[src/rtl/idma_rd_pkg.sv]
// Shared constants and FSM encoding for the iDMA read-data drain path.
package idma_rd_pkg;

    localparam int unsigned FIFO_WIDTH = 144;
    localparam int unsigned DATA_W     = 128;
    localparam int unsigned STRB_W     = 16;
    localparam int unsigned BEAT_W     = 16;

    typedef enum logic [1:0] {
        ST_IDLE  = 2'd0,
        ST_RUN   = 2'd1,
        ST_ABORT = 2'd2
    } drain_state_e;

endpackage

[src/rtl/idma_skid_buf_2e.sv]
// Two-entry in-order buffer with occupancy output; entry 0 is always the head.
module idma_skid_buf_2e #(
    parameter int unsigned W = 144
) (
    input  logic         clk,
    input  logic         rst_n,
    input  logic         flush_i,
    input  logic         push_i,
    input  logic [W-1:0] data_i,
    input  logic         pop_i,
    output logic [W-1:0] head_o,
    output logic [1:0]   occ_o
);

    logic [W-1:0] ent0_q, ent0_d;
    logic [W-1:0] ent1_q, ent1_d;
    logic [1:0]   occ_q, occ_d;

    // Next-state for the entries and occupancy; flush overrides any push/pop.
    always_comb begin
        ent0_d = ent0_q;
        ent1_d = ent1_q;
        occ_d  = occ_q;
        if (flush_i) begin
            occ_d = 2'd0;
        end else begin
            case ({push_i, pop_i})
                2'b10: begin
                    if (occ_q == 2'd0) begin
                        ent0_d = data_i;
                    end else begin
                        ent1_d = data_i;
                    end
                    occ_d = occ_q + 2'd1;
                end
                2'b01: begin
                    ent0_d = ent1_q;
                    occ_d  = occ_q - 2'd1;
                end
                2'b11: begin
                    // Simultaneous push/pop keeps occupancy; the new word lands behind the survivor.
                    if (occ_q == 2'd1) begin
                        ent0_d = data_i;
                    end else begin
                        ent0_d = ent1_q;
                        ent1_d = data_i;
                    end
                end
                default: begin
                    occ_d = occ_q;
                end
            endcase
        end
    end

    // Entry and occupancy registers.
    always_ff @(posedge clk) begin
        if (!rst_n) begin
            ent0_q <= '0;
            ent1_q <= '0;
            occ_q  <= 2'd0;
        end else begin
            ent0_q <= ent0_d;
            ent1_q <= ent1_d;
            occ_q  <= occ_d;
        end
    end

    assign head_o = ent0_q;
    assign occ_o  = occ_q;

endmodule

[src/rtl/idma_rd_data_drain_128b.sv]
// Drains N beats from a one-cycle-latency read FIFO into a valid/ready stream,
// with abort (FIFO flush) and completion pulse.
module idma_rd_data_drain_128b #(
    parameter int unsigned FIFO_WIDTH = idma_rd_pkg::FIFO_WIDTH,
    parameter int unsigned DATA_W     = idma_rd_pkg::DATA_W,
    parameter int unsigned STRB_W     = idma_rd_pkg::STRB_W,
    parameter int unsigned BEAT_W     = idma_rd_pkg::BEAT_W
) (
    input  logic                  clk,
    input  logic                  rst_n,
    input  logic                  xfer_start,
    input  logic [BEAT_W-1:0]     xfer_beats,
    input  logic                  xfer_abort,
    output logic                  busy,
    output logic                  xfer_done,
    output logic                  data_fifo_pop,
    input  logic                  data_fifo_valid,
    input  logic [FIFO_WIDTH-1:0] data_fifo_data_out,
    input  logic                  data_fifo_empty,
    output logic                  data_fifo_init,
    output logic                  out_valid,
    input  logic                  out_ready,
    output logic [DATA_W-1:0]     out_data,
    output logic [STRB_W-1:0]     out_strb,
    output logic                  out_last
);

    import idma_rd_pkg::*;

    localparam logic [BEAT_W-1:0] BEAT_ONE = {{(BEAT_W-1){1'b0}}, 1'b1};

    drain_state_e          state_q, state_d;
    logic [BEAT_W-1:0]     beats_q, beats_d;
    logic [BEAT_W-1:0]     popped_q, popped_d;
    logic [BEAT_W-1:0]     sent_q, sent_d;
    logic                  inflight_q;
    logic                  done_q, done_d;
    logic                  init_q, init_d;
    logic                  pop_s, push_s, flush_s, fire_s;
    logic [1:0]            occ_s;
    logic [2:0]            load_s;
    logic [FIFO_WIDTH-1:0] head_s;

    idma_skid_buf_2e #(
        .W (FIFO_WIDTH)
    ) u_skid (
        .clk     (clk),
        .rst_n   (rst_n),
        .flush_i (flush_s),
        .push_i  (push_s),
        .data_i  (data_fifo_data_out),
        .pop_i   (fire_s),
        .head_o  (head_s),
        .occ_o   (occ_s)
    );

    assign out_valid = (state_q == ST_RUN) && (occ_s != 2'd0);
    assign out_data  = head_s[DATA_W-1:0];
    assign out_strb  = head_s[DATA_W +: STRB_W];
    assign out_last  = out_valid && (sent_q == (beats_q - BEAT_ONE));
    assign fire_s    = out_valid && out_ready;

    // Next-state, pop decision and pulse generation.
    always_comb begin
        state_d  = state_q;
        beats_d  = beats_q;
        popped_d = popped_q;
        sent_d   = sent_q;
        done_d   = 1'b0;
        init_d   = 1'b0;
        pop_s    = 1'b0;
        push_s   = 1'b0;
        flush_s  = 1'b0;
        // Words held or on their way once this cycle's beat (if any) leaves.
        load_s   = {1'b0, occ_s} + {2'b0, inflight_q} - {2'b0, fire_s};
        case (state_q)
            ST_IDLE: begin
                if (xfer_start && (xfer_beats != '0)) begin
                    state_d  = ST_RUN;
                    beats_d  = xfer_beats;
                    popped_d = '0;
                    sent_d   = '0;
                end else begin
                    state_d = ST_IDLE;
                end
            end
            ST_RUN: begin
                push_s = data_fifo_valid;
                if (fire_s && out_last) begin
                    state_d = ST_IDLE;
                    done_d  = 1'b1;
                    sent_d  = sent_q + BEAT_ONE;
                end else if (xfer_abort) begin
                    state_d = ST_ABORT;
                    init_d  = 1'b1;
                    flush_s = 1'b1;
                end else begin
                    pop_s = !data_fifo_empty && (popped_q != beats_q) && (load_s < 3'd2);
                    if (pop_s) begin
                        popped_d = popped_q + BEAT_ONE;
                    end else begin
                        popped_d = popped_q;
                    end
                    if (fire_s) begin
                        sent_d = sent_q + BEAT_ONE;
                    end else begin
                        sent_d = sent_q;
                    end
                end
            end
            ST_ABORT: begin
                // Any word arriving now was popped before the abort and is dropped.
                state_d = ST_IDLE;
            end
            default: begin
                state_d = ST_IDLE;
            end
        endcase
    end

    // State, counters and registered pulses.
    always_ff @(posedge clk) begin
        if (!rst_n) begin
            state_q    <= ST_IDLE;
            beats_q    <= '0;
            popped_q   <= '0;
            sent_q     <= '0;
            inflight_q <= 1'b0;
            done_q     <= 1'b0;
            init_q     <= 1'b0;
        end else begin
            state_q    <= state_d;
            beats_q    <= beats_d;
            popped_q   <= popped_d;
            sent_q     <= sent_d;
            inflight_q <= pop_s;
            done_q     <= done_d;
            init_q     <= init_d;
        end
    end

    assign busy           = (state_q != ST_IDLE);
    assign xfer_done      = done_q;
    assign data_fifo_init = init_q;
    assign data_fifo_pop  = pop_s;

endmodule

[config.mk]
export PLATFORM = sky130hd
export DESIGN_NAME = idma_rd_data_drain_128b
export DESIGN_NICKNAME = d
export VERILOG_FILES = /design/src/rtl/idma_rd_pkg.sv /design/src/rtl/idma_skid_buf_2e.sv /design/src/rtl/idma_rd_data_drain_128b.sv
export SDC_FILE = /design/constraint.sdc
export NUM_CORES = 1
export LEC_CHECK = 0
export BUFFER_PORTS_ARGS = -buffer_cell sky130_fd_sc_hd__buf_2
export CORE_AREA = 2 2 135 203
export CTS_CLUSTER_DIAMETER = 50
export DETAILED_ROUTE_END_ITERATION = 10
export DIE_AREA = 0 0 137 205
export HOLD_SLACK_MARGIN = 0.15
export PLACE_DENSITY = 0.88
export SYNTH_ARGS = -nofsm -noshare
export SYNTH_HDL_FRONTEND = slang
export SYNTH_SLANG_ARGS = --single-unit
[constraint.sdc]
create_clock -name clk -period 5.5 [get_ports clk]
set_input_delay 0.275 -clock clk [delete_from_list [all_inputs] [get_ports clk]]
set_output_delay 0.275 -clock clk [all_outputs]
set_load 0.1 [all_outputs]
# [After elaboration in Yosys (flattened, before gate mapping)]
# Index checks and enable logic that the tools add are counted.
[classes] add_sub_neg=7 n_lt_le_gt_ge=1 eq_ne=17 mux=28 bitwise_logic=2 reduce_logical=24
[op_table] op="$mux 144" n=4
[op_table] op="$pmux 144 s3" n=1
[op_table] op="$pmux 144 s2" n=1
[op_table] op="$mux 16" n=7
[op_table] op="$pmux 16 s2" n=2
[op_table] op="$add 16x1->16 const B" n=2
[op_table] op="$eq 16x16->1" n=1
[op_table] op="$ne 16x16->1" n=1
[op_table] op="$reduce_bool 16->1" n=1
[op_table] op="$sub 16x1->16 const B" n=1
[op_table] op="$ne 2x2->1 const B" n=5
[op_table] op="$reduce_bool 2->1" n=5
[op_table] op="$mux 1" n=9
[op_table] op="$ne 3x2->1 const B" n=3
[op_table] op="$pmux 2 s2" n=2
[op_table] op="$reduce_and 4->1" n=2
[op_table] op="$logic_and 1x1->1" n=7
[op_table] op="$eq 2x1->1 const B" n=3
[op_table] op="$reduce_and 5->1" n=1
[op_table] op="$eq 2x2->1 const B" n=2
[op_table] op="$logic_not 2->1" n=2
[op_table] op="$mux 2" n=2
[op_table] op="$ne 2x1->1 const B" n=2
[op_table] op="$reduce_and 2->1" n=2
[op_table] op="other kinds (10)" n=11
[word_totals] reg_bits=343 input_bits=167 output_inout_bits=150 elab_cells=89

# [Logic depth before layout (Yosys ltp)]
[depth] depth_word=10 depth_mapped=16 mapped_depth_nobuf=14

# [By module]
# From an unflattened synthesis, not the netlist that was laid out.
[hier_totals] cells_unflattened=1956 area_unflattened_um2=16623.4
[modules_own_cells] mod="idma_skid_buf_2e" instances=1 cells_each=1565 area_per_inst_um2=13361.6 seq_area_each_um2=5805.6
[modules_own_cells] mod="idma_rd_data_drain_128b" instances=1 cells_each=391 area_per_inst_um2=3261.9 seq_area_each_um2=1061.0

# [Least setup slack after synthesis]
# OpenSTA, ideal clock, no wires.
[synth_timing] path_type="register to register" startpoint="register u_skid.occ_q[1] (netlist: u_skid.occ_o[1])" endpoint="register popped_q[2]" setup_time_ns=0.082 arrival_ns=6.506 required_ns=5.418 slack_ns=-1.088 stages_incl_launch_ff=14 path_buffers=0 synth_period_minus_slack_ns=6.588 cell_sequence="dfxtp_1 inv_1 ha_1 nor2_1 nand2_1 clkinv_1 ha_1 nand2b_1 fa_1 xnor2_1 nand4b_1 a211oi_1 nand3_1 o21ai_0"
[synth_between] elab_chain_cells=8 elab_cells_between_ends=12 classes_between="2 x add/sub; 1 x order compare; 2 x eq/ne; 7 x reduce/logical"
[synth_rtl] element="from (decl)" line="idma_skid_buf_2e.sv:17" rtl="logic [1:0] occ_q, occ_d;"
[synth_rtl] element="from (signal assigned)" line="idma_skid_buf_2e.sv:61" rtl="occ_q <= 2'd0;"
[synth_rtl] element="from (signal assigned)" line="idma_skid_buf_2e.sv:65" rtl="occ_q <= occ_d;"
[synth_rtl] element="$reduce_bool 2->1 (*)" line="idma_rd_data_drain_128b.sv:57" rtl="assign out_valid = (state_q == ST_RUN) && (occ_s != 2'd0);"
[synth_rtl] element="$logic_and 1x1->1 (*)" line="idma_rd_data_drain_128b.sv:57"
[synth_rtl] element="named net out_valid" line="idma_rd_data_drain_128b.sv:21" rtl="output logic out_valid,"
[synth_rtl] element="$logic_and 1x1->1" line="idma_rd_data_drain_128b.sv:61" rtl="assign fire_s = out_valid && out_ready;"
[synth_rtl] element="$sub 3x1->3" line="idma_rd_data_drain_128b.sv:75" rtl="load_s = {1'b0, occ_s} + {2'b0, inflight_q} - {2'b0, fire_s};"
[synth_rtl] element="$lt 3x2->1" line="idma_rd_data_drain_128b.sv:98" rtl="pop_s = !data_fifo_empty && (popped_q != beats_q) && (load_s < 3'd2);"
[synth_rtl] element="$logic_and 1x1->1" line="idma_rd_data_drain_128b.sv:98"
[synth_rtl] element="$ne 2x1->1 (no source line)"
[synth_rtl] element="$reduce_and 5->1 (no source line) (*)"
[synth_rtl] element="to (signal assigned)" line="idma_rd_data_drain_128b.sv:134" rtl="popped_q <= popped_d;"
[synth_rtl] element="to (decl)" line="idma_rd_data_drain_128b.sv:34" rtl="logic [BEAT_W-1:0] popped_q, popped_d;"
# The timed path passes the listed nets; every way through them passes the cells marked *.
# A chain may end at the register's enable or synchronous reset.

# [Final worst setup path]
[layout_timing] startpoint="register u_skid.occ_q[1] (netlist: u_skid.occ_o[1])" endpoint="output data_fifo_pop"
[layout_between] elab_chain_cells=9 elab_cells_between_ends=12 classes_between="2 x add/sub; 1 x order compare; 3 x mux; 6 x reduce/logical"
[layout_rtl] element="parallel branches: the longest is 7 deep, another holds $add 2x1->3"
[layout_rtl] element="$mux 1 (*)" line="idma_rd_data_drain_128b.sv:89" rtl="if (fire_s && out_last) begin"
[layout_rtl] element="$mux 1 (*)" line="idma_rd_data_drain_128b.sv:76" rtl="case (state_q)"
[layout_rtl] element="to (decl)" line="idma_rd_data_drain_128b.sv:16" rtl="output logic data_fifo_pop,"
# Mark *: on every way between the ends.

==> flow_summary.toml <==
[timing]
hold_violations = 0
rsz0062_at_grt = "false"
timing.setup.tns_ns = 0
fmax_ghz = 0.227
drv_slew = 0
holdWs_ns = 0.208
tightest_slew_ns = 1.28
max_slew_margin_pct = 14.4
setup_violations = 0
period_share_pct = 80.2
finClkSkew_ns = 0.0215
period_needed_ns = 4.41

[clocking]
clock_latency_ns = 0.53
cts_hold_buf = 161
cts_htree_levels = 2
clkTransAtPathRegs_ns = 0.06
cts_buffer_depth = 3
clock_sinks = 343
root_buffer = "clkbuf_16"
cts_buffers = 34
cts_setup_buffers = 0
cts_tree = "built"
cts_resized = 0

[worst_setup_path]
crit_type = "reg -> out"
cp_max_fo = 10
critPathLaunchType = "register"
reg2regPathDepth = 11
crit_arrival_ns = 4.13
end_kind = "output pin"
critical_path_required_ns = 5.22

[floorplanning]
die_area_mm2 = 0.0281
dieHeight_um = 205
coreArea_mm2 = 0.0263
die_w_um = 137
pin_count = 317
rows = 73
start_util_pct = 58.6

[power]
powerDensity_mw_per_mm2 = 341
total_power_uw = 6730
p_leak_uw = 0.00811
ir_drop_uv = 282

[final_layout]
layout.nets = 2104
postLayoutCellArea_mm2 = 0.0197
synthToLayoutAreaGrowth_pct = 28.0
drive_above_1_share_pct = 27.6

[placement]
gp_congestion = 0.903
hpwlAfterDp_um = 26300
post_dp_cell_area_mm2 = 0.0169
port_buffers = 316

[route]
wl_per_cell_um = 21.7
drtAntennaViolNets = 0
viasPerCell = 6.43
via_count = 14800
drc = 0
first_iter_violations = 1429
wirelength_um = 49800
dr.pass1.iters = 6

[grt]
antenna_found_initial = 6
grt_pass1_vias = 14600
grt_remaining_overflow = 0
grt_first_pass_wirelength_um = 77100
grt_max_degree = 145
track_usage_pct = 34.3

[synthesis]
ys_warn_count = 0
ys_types = 61
synth_nets = 1743
synth_area_leaders = "dfxtp_1 (45%), mux2i_1 (11%), o221a_2 (10%)"
yosys.area.top_type = "dfxtp_1"
avgSynthCellArea_um2 = 9.84
synth_area_mm2 = 0.0154
synth_edf_count = 0
ys_async_sr_fraction_pct = 0
ys_ff_latch = 343
ys_seq_area_share_pct = 44.5
synth.top_cell.area_share_pct = 44.5
synth-main-ff-cell = "dfxtp_1"
syn_inst = 1566

[outcome]
status = "complete, no violations"

[min_path]
hp-class = "in -> reg"
hold_depth = 3

[run]
maxCapViolCount = 0
## logic make-up (layout without fill, tap and decap cells)
family	count (synthesis)	after routing	share of synthesized area (%)
other cells	0	8	0
compound gates	371	371	23.5
xor+xnor	40	40	2.27
mux	166	166	10.8
buf+inv	181	568	5.19
fa+ha+maj	10	10	0.860
flops	343	343	44.5
simple gates	455	455	12.8
## worst max-delay path, cell delays in order, from the launching register on
cell      delay (ns)
dfxtp_1         0.34
inv_1           0.10
ha_1            0.19
nor2_1          0.09
nand2_1         0.27
clkinv_1        0.42
ha_1            0.42
nand2b_1        0.16
fa_1            0.38
xnor2_1         0.14
nand4b_1        0.14
a211oi_2        0.41
buf_2           0.53
## cell usage after synthesis (all sizes together), types with 2 or more instances
master	number
inv	14
nand4b	3
o2111ai	2
dfxtp	343
o311ai	2
clkbuf	128
ha	9
o21ai	17
or4	9
or3	9
a211oi	4
and2	3
nor3b	2
nand2	319
nor2	38
a21oi	27
a21o	3
o31ai	5
nor4	14
a221o	144
a2111oi	2
o21a	2
and4	2
xnor2	9
and3	9
o221a	144
nand2b	9
a31o	2
a31oi	3
buf	38
nand4	7
o211ai	7
nor3	5
mux2i	166
xor2	31
nand3	22
## sequential cells by signal, indices dropped and copies added, names as in the netlist
| register | cells |
|---|---|
| u_skid.head_o | 144 |
| popped_q | 16 |
| state_q | 2 |
| xfer_done | 1 |
| inflight_q | 1 |
| sent_q | 16 |
| u_skid.occ_o | 2 |
| data_fifo_init | 1 |
| beats_q | 16 |
| u_skid.ent1_q | 144 |
## layer usage
metal  vias up  track usage [%]  share of wire (%)
li1       6604                -                  -
met1      7133             38.2                 36
met2       813             57.5                 50
met3       236             7.97                7.3
met4         0             22.7                6.9
met5         -                0                  0
## worst paths after layout
kind	start	slack, ns	end
worst max register to register	beats_q[0]	1.34	u_skid.ent1_q[52]
worst max-delay path	u_skid.occ_o[1]	1.09	data_fifo_pop
worst min register to register	u_skid.ent1_q[3]	0.46	u_skid.ent1_q[3]
worst min-delay path	xfer_start	0.21	state_q[0]
## area by class of cell
type | instances | area (um2)
clock inverters | 16 | 225
fillers | 1620 | 6570
multi-input cells | 1042 | 7790
repair buffers | 491 | 3360
clock buffers | 46 | 1000
well taps | 337 | 422
flip-flops and latches | 343 | 6870
inverters | 15 | 56.3
diodes | 8 | 20.0
## power breakdown
group	switching [uW]	internal (uW)	leakage, uW
clock network	1030	1520	0.000592
logic	1040	410	0.00473
registers	98.4	2620	0.00279
## per-stage QoR
stage | std cells | utilization, % | worst slack (ns)
after global placement | 2067 | 64.2 | 1.53
after CTS | 2290 | 75.0 | 1.12
after floorplan | 1566 | - | 0.0413
after detailed placement | 2067 | 64.2 | 1.44
after global routing | 2296 | 75.0 | 0.776
final | 2298 | 75.0 | 1.09
## layout by cell type, fill, tap and decap left out, types with 26 or more instances in the layout
master	synthesis	final
a21oi_1	26	26
a221o_1	144	144
buf_2	15	315
clkbuf_16	0	37
dfxtp_1	343	343
dlygate4sd3_1	0	161
mux2i_1	166	166
nand2_1	319	318
nor2_1	37	36
o221a_2	137	137
xor2_1	31	31
Note: power is estimated with default switching activity, not from simulation.
